## src/rtl/pipe_datapath_fwd.sv

```systemverilog
// Three-stage pipelined ALU datapath (IR -> ID/EX -> EX/writeback) with a
// parametrised register file and EX-to-decode forwarding, so dependent
// instructions issue back-to-back without stalls.
module pipe_datapath_fwd #(
  parameter int unsigned DATA_W       = 32,
  parameter int unsigned REG_ADDR_W   = 5,
  parameter bit          SIGN_EXT_IMM = 1'b0
) (
  input  logic                  clk,
  input  logic                  reset,
  input  logic [31:0]           InstIn,
  input  logic                  InstValid,
  output logic [DATA_W-1:0]     ALUOut,
  output logic                  ALUValid,
  output logic [REG_ADDR_W-1:0] ALUDest,
  input  logic [REG_ADDR_W-1:0] DbgAddr,
  output logic [DATA_W-1:0]     DbgData
);

  localparam int unsigned NUM_REGS = 2 ** REG_ADDR_W;
  localparam int unsigned INST_W   = 32;
  localparam int unsigned IMM_W    = 16;

  localparam logic [2:0] CLS_R = 3'b010;
  localparam logic [2:0] CLS_I = 3'b011;

  localparam logic [2:0] F_NOP = 3'b000;
  localparam logic [2:0] F_NOT = 3'b001;
  localparam logic [2:0] F_ADD = 3'b010;
  localparam logic [2:0] F_SUB = 3'b011;
  localparam logic [2:0] F_OR  = 3'b100;
  localparam logic [2:0] F_AND = 3'b101;
  localparam logic [2:0] F_SLT = 3'b110;
  localparam logic [2:0] F_XOR = 3'b111;

  typedef struct packed {
    logic                  valid;
    logic [2:0]            func;
    logic [REG_ADDR_W-1:0] rd;
    logic [DATA_W-1:0]     a;
    logic [DATA_W-1:0]     b;
  } idex_t;

  logic [INST_W-1:0]     ir_inst;
  logic                  ir_valid;
  idex_t                 ex;
  logic [DATA_W-1:0]     rf [NUM_REGS];

  logic [2:0]            id_cls;
  logic [2:0]            id_func;
  logic [REG_ADDR_W-1:0] id_rd;
  logic [REG_ADDR_W-1:0] id_rs;
  logic [REG_ADDR_W-1:0] id_rt;
  logic [IMM_W-1:0]      id_imm;
  logic                  id_is_r;
  logic                  id_valid;
  logic [DATA_W-1:0]     imm_ext;
  logic                  fwd_rs;
  logic                  fwd_rt;
  logic [DATA_W-1:0]     op_a;
  logic [DATA_W-1:0]     op_b;
  logic [DATA_W-1:0]     alu_res;
  logic                  unused_fields;

  // Instruction register; the word is only loaded when marked valid.
  always_ff @(posedge clk or posedge reset) begin
    if (reset) begin
      ir_inst  <= '0;
      ir_valid <= 1'b0;
    end else begin
      ir_valid <= InstValid;
      if (InstValid) ir_inst <= InstIn;
    end
  end

  assign id_cls  = ir_inst[31:29];
  assign id_func = ir_inst[28:26];
  assign id_rd   = ir_inst[21 +: REG_ADDR_W];
  assign id_rs   = ir_inst[16 +: REG_ADDR_W];
  assign id_rt   = ir_inst[11 +: REG_ADDR_W];
  assign id_imm  = ir_inst[15:0];
  assign unused_fields = ^ir_inst[25:11];

  // Decode: classify, extend immediate, pick operands (forwarded from EX when it writes them).
  always_comb begin
    id_is_r  = (id_cls == CLS_R);
    id_valid = ir_valid && (id_is_r || (id_cls == CLS_I)) && (id_func != F_NOP);
    if (SIGN_EXT_IMM) imm_ext = DATA_W'($signed(id_imm));
    else              imm_ext = DATA_W'(id_imm);
    fwd_rs = ex.valid && (ex.rd == id_rs);
    fwd_rt = ex.valid && id_is_r && (ex.rd == id_rt);
    op_a   = fwd_rs ? alu_res : rf[id_rs];
    op_b   = imm_ext;
    if (id_is_r) op_b = fwd_rt ? alu_res : rf[id_rt];
  end

  always_ff @(posedge clk or posedge reset) begin
    if (reset) begin
      ex <= '0;
    end else begin
      ex <= '{valid: id_valid, func: id_func, rd: id_rd, a: op_a, b: op_b};
    end
  end

  always_comb begin
    alu_res = '0;
    case (ex.func)
      F_NOT:   alu_res = ~ex.a;
      F_ADD:   alu_res = ex.a + ex.b;
      F_SUB:   alu_res = ex.a - ex.b;
      F_OR:    alu_res = ex.a | ex.b;
      F_AND:   alu_res = ex.a & ex.b;
      F_SLT:   alu_res = DATA_W'($signed(ex.a) < $signed(ex.b));
      F_XOR:   alu_res = ex.a ^ ex.b;
      default: alu_res = '0;
    endcase
  end

  // Retire: bubbles drop ALUValid but leave ALUOut/ALUDest untouched.
  always_ff @(posedge clk or posedge reset) begin
    if (reset) begin
      ALUOut   <= '0;
      ALUValid <= 1'b0;
      ALUDest  <= '0;
    end else begin
      ALUValid <= ex.valid;
      if (ex.valid) begin
        ALUOut  <= alu_res;
        ALUDest <= ex.rd;
      end
    end
  end

  always_ff @(posedge clk or posedge reset) begin
    if (reset) begin
      for (int unsigned i = 0; i < NUM_REGS; i++) rf[i] <= '0;
    end else if (ex.valid) begin
      rf[ex.rd] <= alu_res;
    end
  end

  assign DbgData = rf[DbgAddr];

endmodule

```

## config.mk

```make
export PLATFORM = sky130hd
export DESIGN_NAME = pipe_datapath_fwd
export DESIGN_NICKNAME = d
export VERILOG_FILES = /design/src/rtl/pipe_datapath_fwd.sv
export SDC_FILE = /design/constraint.sdc
export NUM_CORES = 2
export LEC_CHECK = 0
export CAP_MARGIN = 25
export CORE_ASPECT_RATIO = 0.7
export CORE_MARGIN = 5
export CORE_UTILIZATION = 35
export CTS_CLUSTER_DIAMETER = 50
export DETAILED_ROUTE_END_ITERATION = 8
export GPL_TIMING_DRIVEN = 1
export MAX_ROUTING_LAYER = met4
export PLACE_DENSITY_LB_ADDON = 0.1
export SLEW_MARGIN = 20
export SYNTH_ARGS = -nofsm -noshare
export SYNTH_HDL_FRONTEND = slang
export SYNTH_SLANG_ARGS = --single-unit
```

## constraint.sdc

```tcl
create_clock -name clk -period 108.1 [get_ports clk]
set_clock_uncertainty 0.05 [all_clocks]
set_input_delay 21.62 -clock clk [delete_from_list [all_inputs] [get_ports clk]]
set_output_delay 21.62 -clock clk [all_outputs]
set_load 0.005 [all_outputs]
```

# ---- After elaboration in Yosys (flattened, before gate mapping)
# Index checks and enable logic that the tools add are counted.
dict set report word_totals {
  register_bits 1168
  latch_bits 0
  ram_bits 0
  romBits 0
  output_inout_bits 70
  wordCells 93
  memories 0
}
dict set report classes {
  add_sub_neg 2
  mul 0
  div 0
  n_lt_le_gt_ge 6
  eq_ne 11
  shift 0
  n_mux 16
  bitwise 8
  n_reduce_logical 8
}
# op n
set op_table {}
lappend op_table {{$bwmux 1024} 1}
lappend op_table {{$bmux 32 s5} 3}
lappend op_table {{$mux 32} 10}
lappend op_table {{$pmux 32 s7} 1}
lappend op_table {{$demux 32 s5} 1}
lappend op_table {{$add 32x32->32} 1}
lappend op_table {{$and 32x32->32} 1}
lappend op_table {{$lt 32x32->1} 1}
lappend op_table {{$not 32->32} 1}
lappend op_table {{$or 32x32->32} 1}
lappend op_table {{$sub 32x32->32} 1}
lappend op_table {{$xor 32x32->32} 1}
lappend op_table {{$ge 6x6->1 const B} 4}
lappend op_table {{$not 5->6} 4}
lappend op_table {{$eq 3x2->1 const B} 4}
lappend op_table {{$eq 3x3->1 const B} 4}
lappend op_table {{$eq 5x5->1} 2}
lappend op_table {{$logic_and 1x1->1} 6}
lappend op_table {{$lt 6x1->1 const B} 1}
lappend op_table {{$eq 3x1->1 const B} 1}
lappend op_table {{$reduce_bool 3->1} 1}
lappend op_table {{$logic_or 1x1->1} 1}

# ---- Logic depth before layout (Yosys ltp)
dict set report depth {
  depth_word 6
  mapped_depth 15
}

# ---- Worst setup path after synthesis
# Ideal clock, no wire load.
dict set report synth_path {
  path_kind {in2out}
  from {input port DbgAddr[0]}
  to {output port DbgData[0]}
  t_arrival_ns 24.034
  required_ns 86.430
  path_slack_ns 62.396
  stages 6
  path_cell_list {clkbuf_1 buf_1 buf_1 mux4_2 mux4_2 mux2_2}
}
dict set report synth_between {
  elab_chain_len 4
}
# element line
set synth_lines {}
lappend synth_lines {{start: declaration} 16} ;# input logic [REG_ADDR_W-1:0] DbgAddr,
lappend synth_lines {{$not 5->6 (not written as such)} 142} ;# assign DbgData = rf[DbgAddr];
lappend synth_lines {{$bmux 32 s5} 142}
lappend synth_lines {{$mux 32 (not written as such) (2 in series)} 142}
lappend synth_lines {{end: declaration} 17} ;# output logic [DATA_W-1:0] DbgData
# Every way passes these cells. The select of a mux whose other input is x is not followed.

# ---- Worst setup path after layout
dict set report layout_path {
  from {input port DbgAddr[0]}
  to {output port DbgData[29]}
}
# Same word-level chain as after synthesis.

==> results_dict.tcl <==
set metrics [dict create \
    yosys_warnings 0 \
    die_area_mm2 0.212 \
    power.leakage_uw 0.0324 \
    cp-start-kind "primary input" \
    postLayoutCoreUtil_pct 39.6 \
    synth.yosys.seq_area_share_pct 41.2 \
    avgRoutedWirePerCell_um 32.3 \
    drt-total-wl_mm 281 \
    fp-row-count 138 \
    yosys-top-cells-count "1,168 x dfrtp_1, 1,047 x nand2_1, 960 x mux4_2, 873 x o21ai_0, 466 x clkbuf_1" \
    hold_buffers 0 \
    numCtsBuffers 153 \
    cts_tree "done" \
    timing.rr.end "ex[28]" \
    synth_xor_area_share_pct 0.309 \
    async_reset_ff_share_pct 100 \
    synth.most_common_cell "dfrtp_1" \
    synth_edf_count 0 \
    vias_per_cell 6.15 \
    finalCritPeriodShare_pct 44.1 \
    cts.path.max_buffers 4 \
    grt_pass1_wl_mm 405 \
    p_per_area_mw_per_mm2 18.5 \
    min_period_ns 47.62 \
    cp.arrival_ns 25.95 \
    synth_area_leaders "dfrtp_1 41%, mux4_2 30%, o21ai_0 6.2%, nand2_1 5.5%, clkbuf_1 2.5%" \
    cts_sinks 1168 \
    vias 53400 \
    pin_count 110 \
    min_path_type "reg2reg" \
    cp-endpoint "DbgData[29]" \
    drt_first_pass_iters 6 \
    post-cts-setup-buffers 0 \
    avgSynthCellArea_um2 11.6 \
    fillers 19100 \
    total_power_uw 1480 \
    place_area_mm2 0.0748 \
    syn_area_mm2 0.0709 \
    drt_iter0_drc 6075 \
    final_antenna_net_count 0 \
    hpwl_mm 174 \
    synth_top_area_cell "dfrtp_1" \
    slew_headroom_pct 26.0 \
    die_w_um 548 \
    startpoint "DbgAddr[0]" \
    clkLatencyLatePin_ns 0.82 \
    syn_to_final_growth_pct 12.8 \
    clk_pin_slew_ns 0.06 \
    nNetsFinal 6057 \
    setup-violations-final 0 \
    synth_compound_area_share_pct 11.8 \
    crit_path_max_fanout 60 \
    track_usage_pct 27.0 \
    hold_viol 0 \
    synth.distinct_cells 88 \
    drive_gt1_share_pct 26.6 \
    worstRegToRegCells 8 \
    rsz0062_at_grt "false" \
    yosysTopAreaCellShare_pct 41.2 \
    regArea_mm2 0.0293 \
    synthSimpleGateAreaFrac_pct 8.53 \
    cp.required_ns 86.43 \
    start_util_pct 35.1 \
    drv_slew 0 \
    synth_flop_cell "dfrtp_1" \
    syn_nets 6240 \
    tightest_slew_ns 1.11 \
    r2r-start "ir_inst[11]" \
    crit_type "in2out" \
    multi_input_area_mm2 0.0394 \
    cts.repair.resized 0 \
    tns_ns 0 \
    cap_violations 0 \
    hold_ws_ns 0.320 \
    grt_pass1_vias 51600 \
    netlist_instances 6091 \
    grt_remaining_overflow 0 \
    synthAdderAreaFrac_pct 1.94 \
    grt_start_max_net_pins 152 \
    die_y_um 387 \
    synth_top_family_by_area "multiplexers" \
    irDropWorstVdd_uv 12.1 \
    grt_antenna_before_repair 16 \
    routabilityCongestion 0.870 \
    final_area_mm2 0.0800 \
    synth_seq_cells 1168 \
    r2r_slack_ns 102.67 \
    cts_root_buffer "clkbuf_16" \
    drc 0 \
    core-area_mm2 0.202 \
    cts_max_level 4 \
    portBuffers 109 \
    cp-end-kind "primary output" \
    max_freq_mhz 21.0 \
    synthMuxAreaShare_pct 32.3 \
    outcome "finished, final reports clean" \
]
==> layout make-up <==
| class | count | share of cell area, % |
|---|---|---|
| multi-input combinational | 4207 | 49.2 |
| sequential | 1168 | 36.6 |
| clock buffer | 203 | 5.49 |
| tap | 2660 | 4.16 |
| timing repair buffer | 264 | 3.12 |
| clock inverter | 59 | 0.839 |
| inverter | 114 | 0.544 |
| antenna | 1 | 0.00313 |
==> cell families after synthesis <==
family | count (synthesis)
compound gates | 1495
simple gates | 1503
flops | 1168
buf+inv | 716
xor+xnor | 25
fa+ha+maj | 109
mux | 1075
==> registers in the layout, indices dropped and copies added (netlist names) <==
name      flops
rf         1024
ex           73
ALUOut       32
ir_inst      32
ALUDest       5
ALUValid      1
ir_valid      1
==> worst min-delay path by stage <==
stage | from | endpoint | slack (ns) | depth (start not counted)
after global routing | ir_inst[22] | ex[65] | 0.33 | 0
after CTS | ir_inst[23] | ex[66] | 0.32 | 0
final | ir_inst[23] | ex[66] | 0.32 | 0
after global placement | ir_inst[22] | ex[65] | 0.30 | 0
after floorplan | ir_inst[21] | ex[64] | 0.30 | 0
after detailed placement | ir_inst[23] | ex[66] | 0.31 | 0
==> critical path, cell delays in order <==
cell,delay [ns]
buf_8,0.56
buf_4,0.80
buf_4,0.78
mux4_2,0.60
mux4_2,0.60
mux2_2,0.37
clkdlybuf4s50_1,0.48
==> cells in the final DEF (no fill, tap or decap), types with 35 or more instances in the layout <==
cell type	netlist	final
a211oi_1	71	69
a21oi_1	315	310
buf_4	3	137
clkbuf_16	0	157
clkdlybuf4s50_1	0	103
dfrtp_1	1168	1154
ha_1	107	107
inv_1	112	111
mux2_2	87	87
mux4_2	960	960
nand2_1	1047	1015
nor2_1	300	292
nor2b_1	47	47
o21ai_0	873	873
o21ai_2	28	35
==> through the flow <==
stage | instances | worst slack (ns)
finish | 8676 | 60.48
global route | 8676 | 60.17
CTS | 8669 | 60.41
detailed placement | 8407 | 60.41
global placement | 8397 | 60.48
floorplan | 6091 | 53.53
==> report_power, final <==
part	switching, uW	internal, uW	total [uW]
combinational	216	174	389
clock	211	311	522
sequential	73.7	496	570
total	500	981	1480
==> metal layers <==
metal | wire [um] | track usage [%] | up-vias | share of wire [%]
li1 | - | - | 22400 | -
met1 | 132000 | 40.8 | 28200 | 47
met2 | 118000 | 36.9 | 2417 | 42
met3 | 25200 | 6.57 | 344 | 9.0
met4 | 5730 | 5.17 | 0 | 2.0
met5 | 0 | - | - | 0
No activity file was read; power rests on OpenSTA's default activity.
